--- src/rtl/debounce_pkg.sv ---
// ---------------------------------------------------------------------------
// debounce_pkg
// Default constants shared by the button debouncer blocks, plus a small
// helper used to range-check parameters at elaboration time.
// Ports: none (package).
// ---------------------------------------------------------------------------
package debounce_pkg;

  // Default stability counter width and terminal value (about 0.65 ms at 100 MHz)
  localparam int DEF_CNT_W       = 16;
  localparam int DEF_CNT_MAX     = 65535;

  // Default synchroniser depth for the raw asynchronous button inputs
  localparam int DEF_SYNC_STAGES = 2;

  // Default long-press counter width and threshold (0.1 s at 100 MHz)
  localparam int DEF_HOLD_W      = 24;
  localparam int DEF_HOLD_MAX    = 10_000_000;

  // True when value lies in 1 .. 2^width-1, i.e. it is a usable nonzero
  // terminal count for a counter of the given width.
  function automatic logic fitsWidth(input longint value, input int width);
    return (value >= 64'sd1) && (value <= ((longint'(1) << width) - 64'sd1));
  endfunction

endpackage

--- src/rtl/debounce_ch.sv ---
// ---------------------------------------------------------------------------
// debounce_ch
// One fully independent button channel: input synchroniser, polarity
// normalisation, stability counter, debounced level, press/release pulses
// and an optional long-press detector.
// Ports:
//   i_clk      system clock, all state on the rising edge
//   i_rst      synchronous active-high reset
//   i_btn      raw asynchronous button level
//   o_level    debounced, normalised level (1 = pressed)
//   o_press    one-cycle pulse on o_level 0->1
//   o_release  one-cycle pulse on o_level 1->0
//   o_long     one-cycle pulse once per press after HOLD_MAX cycles held
// ---------------------------------------------------------------------------
module debounce_ch
  import debounce_pkg::*;
#(
  parameter int   CNT_W       = DEF_CNT_W,
  parameter int   CNT_MAX     = DEF_CNT_MAX,
  parameter int   SYNC_STAGES = DEF_SYNC_STAGES,
  parameter logic INV         = 1'b0,
  parameter int   HOLD_W      = DEF_HOLD_W,
  parameter int   HOLD_MAX    = DEF_HOLD_MAX,
  parameter int   LONG_EN     = 1
) (
  input  logic i_clk,
  input  logic i_rst,
  input  logic i_btn,
  output logic o_level,
  output logic o_press,
  output logic o_release,
  output logic o_long
);

  logic [SYNC_STAGES-1:0] r_syncChain;
  logic [CNT_W-1:0]       r_stableCount;
  logic                   r_level;
  logic                   r_press;
  logic                   r_release;

  logic w_norm;
  logic w_differs;
  logic w_atMax;
  logic w_toggle;

  // Synchroniser chain. Reset loads the inversion bit so that the
  // normalised level reads "released" straight out of reset and no
  // spurious qualification starts.
  always_ff @(posedge i_clk) begin
    if (i_rst) begin
      r_syncChain <= {SYNC_STAGES{INV}};
    end else begin
      r_syncChain <= {r_syncChain[SYNC_STAGES-2:0], i_btn};
    end
  end

  // Normalised level compared against the current debounced state. The
  // level toggles only once the mismatch has been seen with the counter
  // already at its terminal value, so the counter never wraps.
  always_comb begin
    w_norm    = r_syncChain[SYNC_STAGES-1] ^ INV;
    w_differs = (w_norm != r_level);
    w_atMax   = (r_stableCount == CNT_W'(CNT_MAX));
    w_toggle  = w_differs && w_atMax;
  end

  // Stability counter: any agreement (a bounce back) restarts the count,
  // and a completed qualification also clears it on the toggle edge.
  always_ff @(posedge i_clk) begin
    if (i_rst) begin
      r_stableCount <= '0;
    end else if (!w_differs || w_atMax) begin
      r_stableCount <= '0;
    end else begin
      r_stableCount <= r_stableCount + CNT_W'(1);
    end
  end

  // Debounced level and its edge pulses, all updated on the same edge so
  // the pulses line up exactly with the level change.
  always_ff @(posedge i_clk) begin
    if (i_rst) begin
      r_level   <= 1'b0;
      r_press   <= 1'b0;
      r_release <= 1'b0;
    end else begin
      r_press   <= w_toggle && !r_level;
      r_release <= w_toggle && r_level;
      if (w_toggle) begin
        r_level <= ~r_level;
      end
    end
  end

  assign o_level   = r_level;
  assign o_press   = r_press;
  assign o_release = r_release;

  generate
    if (LONG_EN != 0) begin : g_long
      logic [HOLD_W-1:0] r_holdCount;
      logic              r_long;

      // Hold counter: zero while released (and on the release edge itself),
      // counts while pressed and parks at the threshold so the long-press
      // pulse cannot repeat within one press.
      always_ff @(posedge i_clk) begin
        if (i_rst) begin
          r_holdCount <= '0;
        end else if (!r_level || w_toggle) begin
          r_holdCount <= '0;
        end else if (r_holdCount != HOLD_W'(HOLD_MAX)) begin
          r_holdCount <= r_holdCount + HOLD_W'(1);
        end
      end

      // Long-press pulse fires on the edge the counter reaches the
      // threshold. It is suppressed if the button is releasing on that
      // same edge, so a release and a long press never coincide.
      always_ff @(posedge i_clk) begin
        if (i_rst) begin
          r_long <= 1'b0;
        end else begin
          r_long <= r_level && !w_toggle && (r_holdCount == HOLD_W'(HOLD_MAX - 1));
        end
      end

      assign o_long = r_long;
    end else begin : g_noLong
      assign o_long = 1'b0;
    end
  endgenerate

endmodule

--- src/rtl/btn_debounce_array.sv ---
// ---------------------------------------------------------------------------
// btn_debounce_array
// Array of N_CH independent button debouncers with press, release and
// long-press pulse outputs. Each channel is a separate debounce_ch instance;
// nothing is shared between channels.
// Ports:
//   CLK        system clock, all state on the rising edge
//   RST        synchronous active-high reset
//   BTN_I      raw asynchronous button levels
//   BTN_O      debounced, normalised levels (1 = pressed)
//   PRESS_O    one-cycle pulse per channel on BTN_O 0->1
//   RELEASE_O  one-cycle pulse per channel on BTN_O 1->0
//   LONG_O     one-cycle pulse per channel after HOLD_MAX cycles held
// ---------------------------------------------------------------------------
module btn_debounce_array
  import debounce_pkg::*;
#(
  parameter int              N_CH        = 4,
  parameter int              CNT_W       = DEF_CNT_W,
  parameter int              CNT_MAX     = DEF_CNT_MAX,
  parameter int              SYNC_STAGES = DEF_SYNC_STAGES,
  parameter logic [N_CH-1:0] INV_MASK    = {N_CH{1'b0}},
  parameter int              HOLD_W      = DEF_HOLD_W,
  parameter int              HOLD_MAX    = DEF_HOLD_MAX,
  parameter int              LONG_EN     = 1
) (
  input  logic            CLK,
  input  logic            RST,
  input  logic [N_CH-1:0] BTN_I,
  output logic [N_CH-1:0] BTN_O,
  output logic [N_CH-1:0] PRESS_O,
  output logic [N_CH-1:0] RELEASE_O,
  output logic [N_CH-1:0] LONG_O
);

  // Parameter sanity checks, evaluated at elaboration
  generate
    if (N_CH < 1) begin : g_errNch
      $error("btn_debounce_array: N_CH must be at least 1");
    end
    if (CNT_W < 1 || CNT_W > 62) begin : g_errCntW
      $error("btn_debounce_array: CNT_W out of range");
    end
    if (!fitsWidth(longint'(CNT_MAX), CNT_W)) begin : g_errCntMax
      $error("btn_debounce_array: CNT_MAX must satisfy 1 <= CNT_MAX <= 2^CNT_W-1");
    end
    if (SYNC_STAGES < 2) begin : g_errSync
      $error("btn_debounce_array: SYNC_STAGES must be at least 2");
    end
    if (LONG_EN != 0 && (HOLD_W < 1 || HOLD_W > 62)) begin : g_errHoldW
      $error("btn_debounce_array: HOLD_W out of range");
    end
    if (LONG_EN != 0 && !fitsWidth(longint'(HOLD_MAX), HOLD_W)) begin : g_errHoldMax
      $error("btn_debounce_array: HOLD_MAX must satisfy 1 <= HOLD_MAX <= 2^HOLD_W-1");
    end
  endgenerate

  // One debouncer per channel; only the inversion bit differs per instance
  generate
    for (genvar ch = 0; ch < N_CH; ch++) begin : g_ch
      debounce_ch #(
        .CNT_W       (CNT_W),
        .CNT_MAX     (CNT_MAX),
        .SYNC_STAGES (SYNC_STAGES),
        .INV         (INV_MASK[ch]),
        .HOLD_W      (HOLD_W),
        .HOLD_MAX    (HOLD_MAX),
        .LONG_EN     (LONG_EN)
      ) u_ch (
        .i_clk     (CLK),
        .i_rst     (RST),
        .i_btn     (BTN_I[ch]),
        .o_level   (BTN_O[ch]),
        .o_press   (PRESS_O[ch]),
        .o_release (RELEASE_O[ch]),
        .o_long    (LONG_O[ch])
      );
    end
  endgenerate

endmodule

--- config.mk ---
export PLATFORM = sky130hd
export DESIGN_NAME = btn_debounce_array
export DESIGN_NICKNAME = d
export VERILOG_FILES = /design/src/rtl/debounce_pkg.sv /design/src/rtl/debounce_ch.sv /design/src/rtl/btn_debounce_array.sv
export SDC_FILE = /design/constraint.sdc
export NUM_CORES = 1
export LEC_CHECK = 0
export ABC_AREA = 1
export CAP_MARGIN = 10
export CORE_MARGIN = 10
export CORE_UTILIZATION = 51
export DETAILED_ROUTE_END_ITERATION = 6
export HOLD_SLACK_MARGIN = 0.08
export PLACE_DENSITY = 0.69
export SYNTH_ARGS = -nofsm -noshare
export SYNTH_HDL_FRONTEND = slang
export SYNTH_SLANG_ARGS = --single-unit
--- constraint.sdc ---
create_clock -name CLK -period 4.5 [get_ports CLK]
set_clock_uncertainty 0.15 [all_clocks]
set_input_delay 0.9 -clock CLK [delete_from_list [all_inputs] [get_ports CLK]]
set_output_delay 0.9 -clock CLK [all_outputs]
set_load 0.005 [all_outputs]
==> impl_metrics.ini <==
[clock_network]
cts_resized = 0
ctsHoldBuffers = 0
cts-buffers-inserted = 17
cts.sinks = 184
htree_levels = 4
clock_latency_ps = 430
cts_setup_buffers = 0
cts_tree = done
cts.clk_slew.worst_paths_ps = 70
clock_path_buffers = 2
clockRootBuffer = clkbuf_16

[worst_setup_path]
path_cells = clkdlybuf4s50_1
critPathCaptureType = primary output
crit_slowest_cell = clkdlybuf4s50_1
required_ps = 3450
worstPathArrival_ps = 1480
slowest_delay_ps = 570
worstSetupPathType = flop to primary output
crit_fanout = 5
critPathTopFamily = buffers and inverters
start_kind = flop
critPathBufInv = 1

[global_route]
grt_pass1_wl_um = 33700
gr-total-overflow = 0
grt_pass1_vias = 7625
grt_max_degree = 27
antenna_found_initial = 0
grt_usage_pct = 16.2

[yosys]
synthTopCellsByArea = dfxtp_1, nand2_1, nor2_1
synth_commonest_cells = nand2_1, nor2_1, dfxtp_1
ys_seq_area_share_pct = 39.1
syn_area_per_cell_sq_um = 6.71
yosysMostFrequentCell = nand2_1
netlist_instances = 1404
ys.flop_type = dfxtp_1
synth-seq-cells = 184
syn_nets = 1422
syn-cell-area_sq_um = 9420
ys_types = 32
yosys_warnings = 0
yosys.area.top_type = dfxtp_1
ys_async_sr_fraction_pct = 0
synth_top_area_share_pct = 39.1
synth-edff-count = 0

[power_and_ir_drop]
power.total_mw = 3.19
p_int_mw = 2.54
switching_share_pct = 20.3
p_leak_nw = 3.37
peakVddDrop_v = 0.000271
p_sw_mw = 0.647
pwr-share-seq_pct = 51.3
clkPwrFrac_pct = 48.0
combPwrFrac_pct = 0.7
power_density_nw_per_um2 = 310

[routing]
finalWirelength_um = 18900
wl_per_cell_um = 11.4
dr_total_vias = 8189
viasPerCell = 4.95
drc_errors = 0
ant_nets = 0
dr.pass1.iters = 5
first_iter_violations = 456

[die]
start_util_pct = 52.1
dieArea_sq_um = 24300
die_height_um = 156
dieWidth_um = 156
io_pins = 22
coreArea_sq_um = 18100
num_rows = 49

[timing]
slew_viol_final = 0
setup_tns_ps = 0
tightest_slew_ps = 745
fin_crit_sh_pct = 56.2
finalSetupViolations = 0
grt_setup_unrepaired = false
fmax_ghz = 0.396
period_minus_slack_ps = 2530
fin_ws_ps = 1970
slew_headroom_pct = 49.9
finalHoldViolations = 0

[placement]
dp_hpwl_um = 13800
place_ws_ps = 1550
io_buffers = 21
gp_congestion = 0.872

[final_layout]
diodes = 0
fin_nets = 1433
syn_to_final_growth_pct = 9.29
drive_above_1_share_pct = 6.03

[run]
max-cap-violations = 0

[status]
status = finished clean

[min_path]
hp-class = flop to flop
## cell type report
class / instances / area [sq um]
flip-flops and latches: 184 / 3680
multi-input cells: 1032 / 4910
fillers: 1743 / 7790
repair buffers: 22 / 218
inverters: 158 / 594
clock inverters: 11 / 148
well taps: 229 / 287
clock buffers: 20 / 457
## metrics by stage
step                      utilization, %  hold slack [ps]  instance area (sq um)  cells
after detailed placement            53.6              247                   9690   1625
after global routing                56.9              277                  10300   1656
after CTS                           56.9              253                  10300   1656
after global placement              53.6              241                   9690   1625
final                               56.9              252                  10300   1656
after floorplan                        -              238                   9420   1404
## final timing paths
check / start / depth (start not counted) / to / slack (ps)
setup / recovery: g_ch[1].u_ch.o_level$_SDFFE_PP0P_ / 1 / BTN_O[1] / 1970
setup reg to reg: g_ch[1].u_ch.r_stableCount[0]$_SDFF_PP0_ / 6 / g_ch[1].u_ch.o_level$_SDFFE_PP0P_ / 2580
hold reg to reg: g_ch[3].u_ch.r_syncChain[0]$_SDFF_PP0_ / 2 / g_ch[3].u_ch.r_syncChain[1]$_SDFF_PP0_ / 250
hold / removal: g_ch[3].u_ch.r_syncChain[0]$_SDFF_PP0_ / 2 / g_ch[3].u_ch.r_syncChain[1]$_SDFF_PP0_ / 250
## flip-flops by register name (all words and copies together), names as in the netlist
register / flops
g_ch.u_ch.g_long.r_holdCount: 96
g_ch.u_ch.o_long: 4
g_ch.u_ch.o_press: 4
g_ch.u_ch.o_release: 4
g_ch.u_ch.o_level: 4
g_ch.u_ch.r_stableCount: 64
g_ch.u_ch.r_syncChain: 8
## power by group through the flow
stage	registers, mW	clock network (mW)	logic (mW)
floorplan	1.67	0	0.0152
global placement	1.67	0	0.0228
detailed placement	1.67	0	0.0228
CTS	1.63	1.57	0.0229
global route	1.63	1.64	0.0255
finish	1.63	1.53	0.0224
## layer usage
| metal | track usage, % | routed length [um] |
|---|---|---|
| met3 | 3.50 | 710 |
| met5 | 0 | 0 |
| met4 | 5.17 | 199 |
| met2 | 26.4 | 8820 |
| met1 | 21.1 | 9130 |
## layout by cell type, fill, tap and decap left out, drive strengths merged, types with 5 or more instances in the layout
cell           netlist  layout
nand2              363     363
nor2               313     313
dfxtp              184     184
inv                157     158
nand3              100     100
a21oi               80      80
xnor2               33      33
xor2                27      27
nand4               26      26
o21ai               23      23
clkdlybuf4s50        0      21
or2                 20      20
clkbuf               1      20
nor3                15      15
nand3b              14      14
ha                  12      12
o21bai               5       5
## cells by family (layout without fill, tap and decap cells)
family	count (synthesis)	in the layout	synth area share, %
buf+inv	188	211	8.78
simple gates	852	852	39.1
compound gates	108	108	5.87
xor+xnor	60	60	5.58
fa+ha+maj	12	12	1.59
flops	184	184	39.1
Power figures use the tool's default switching activity.
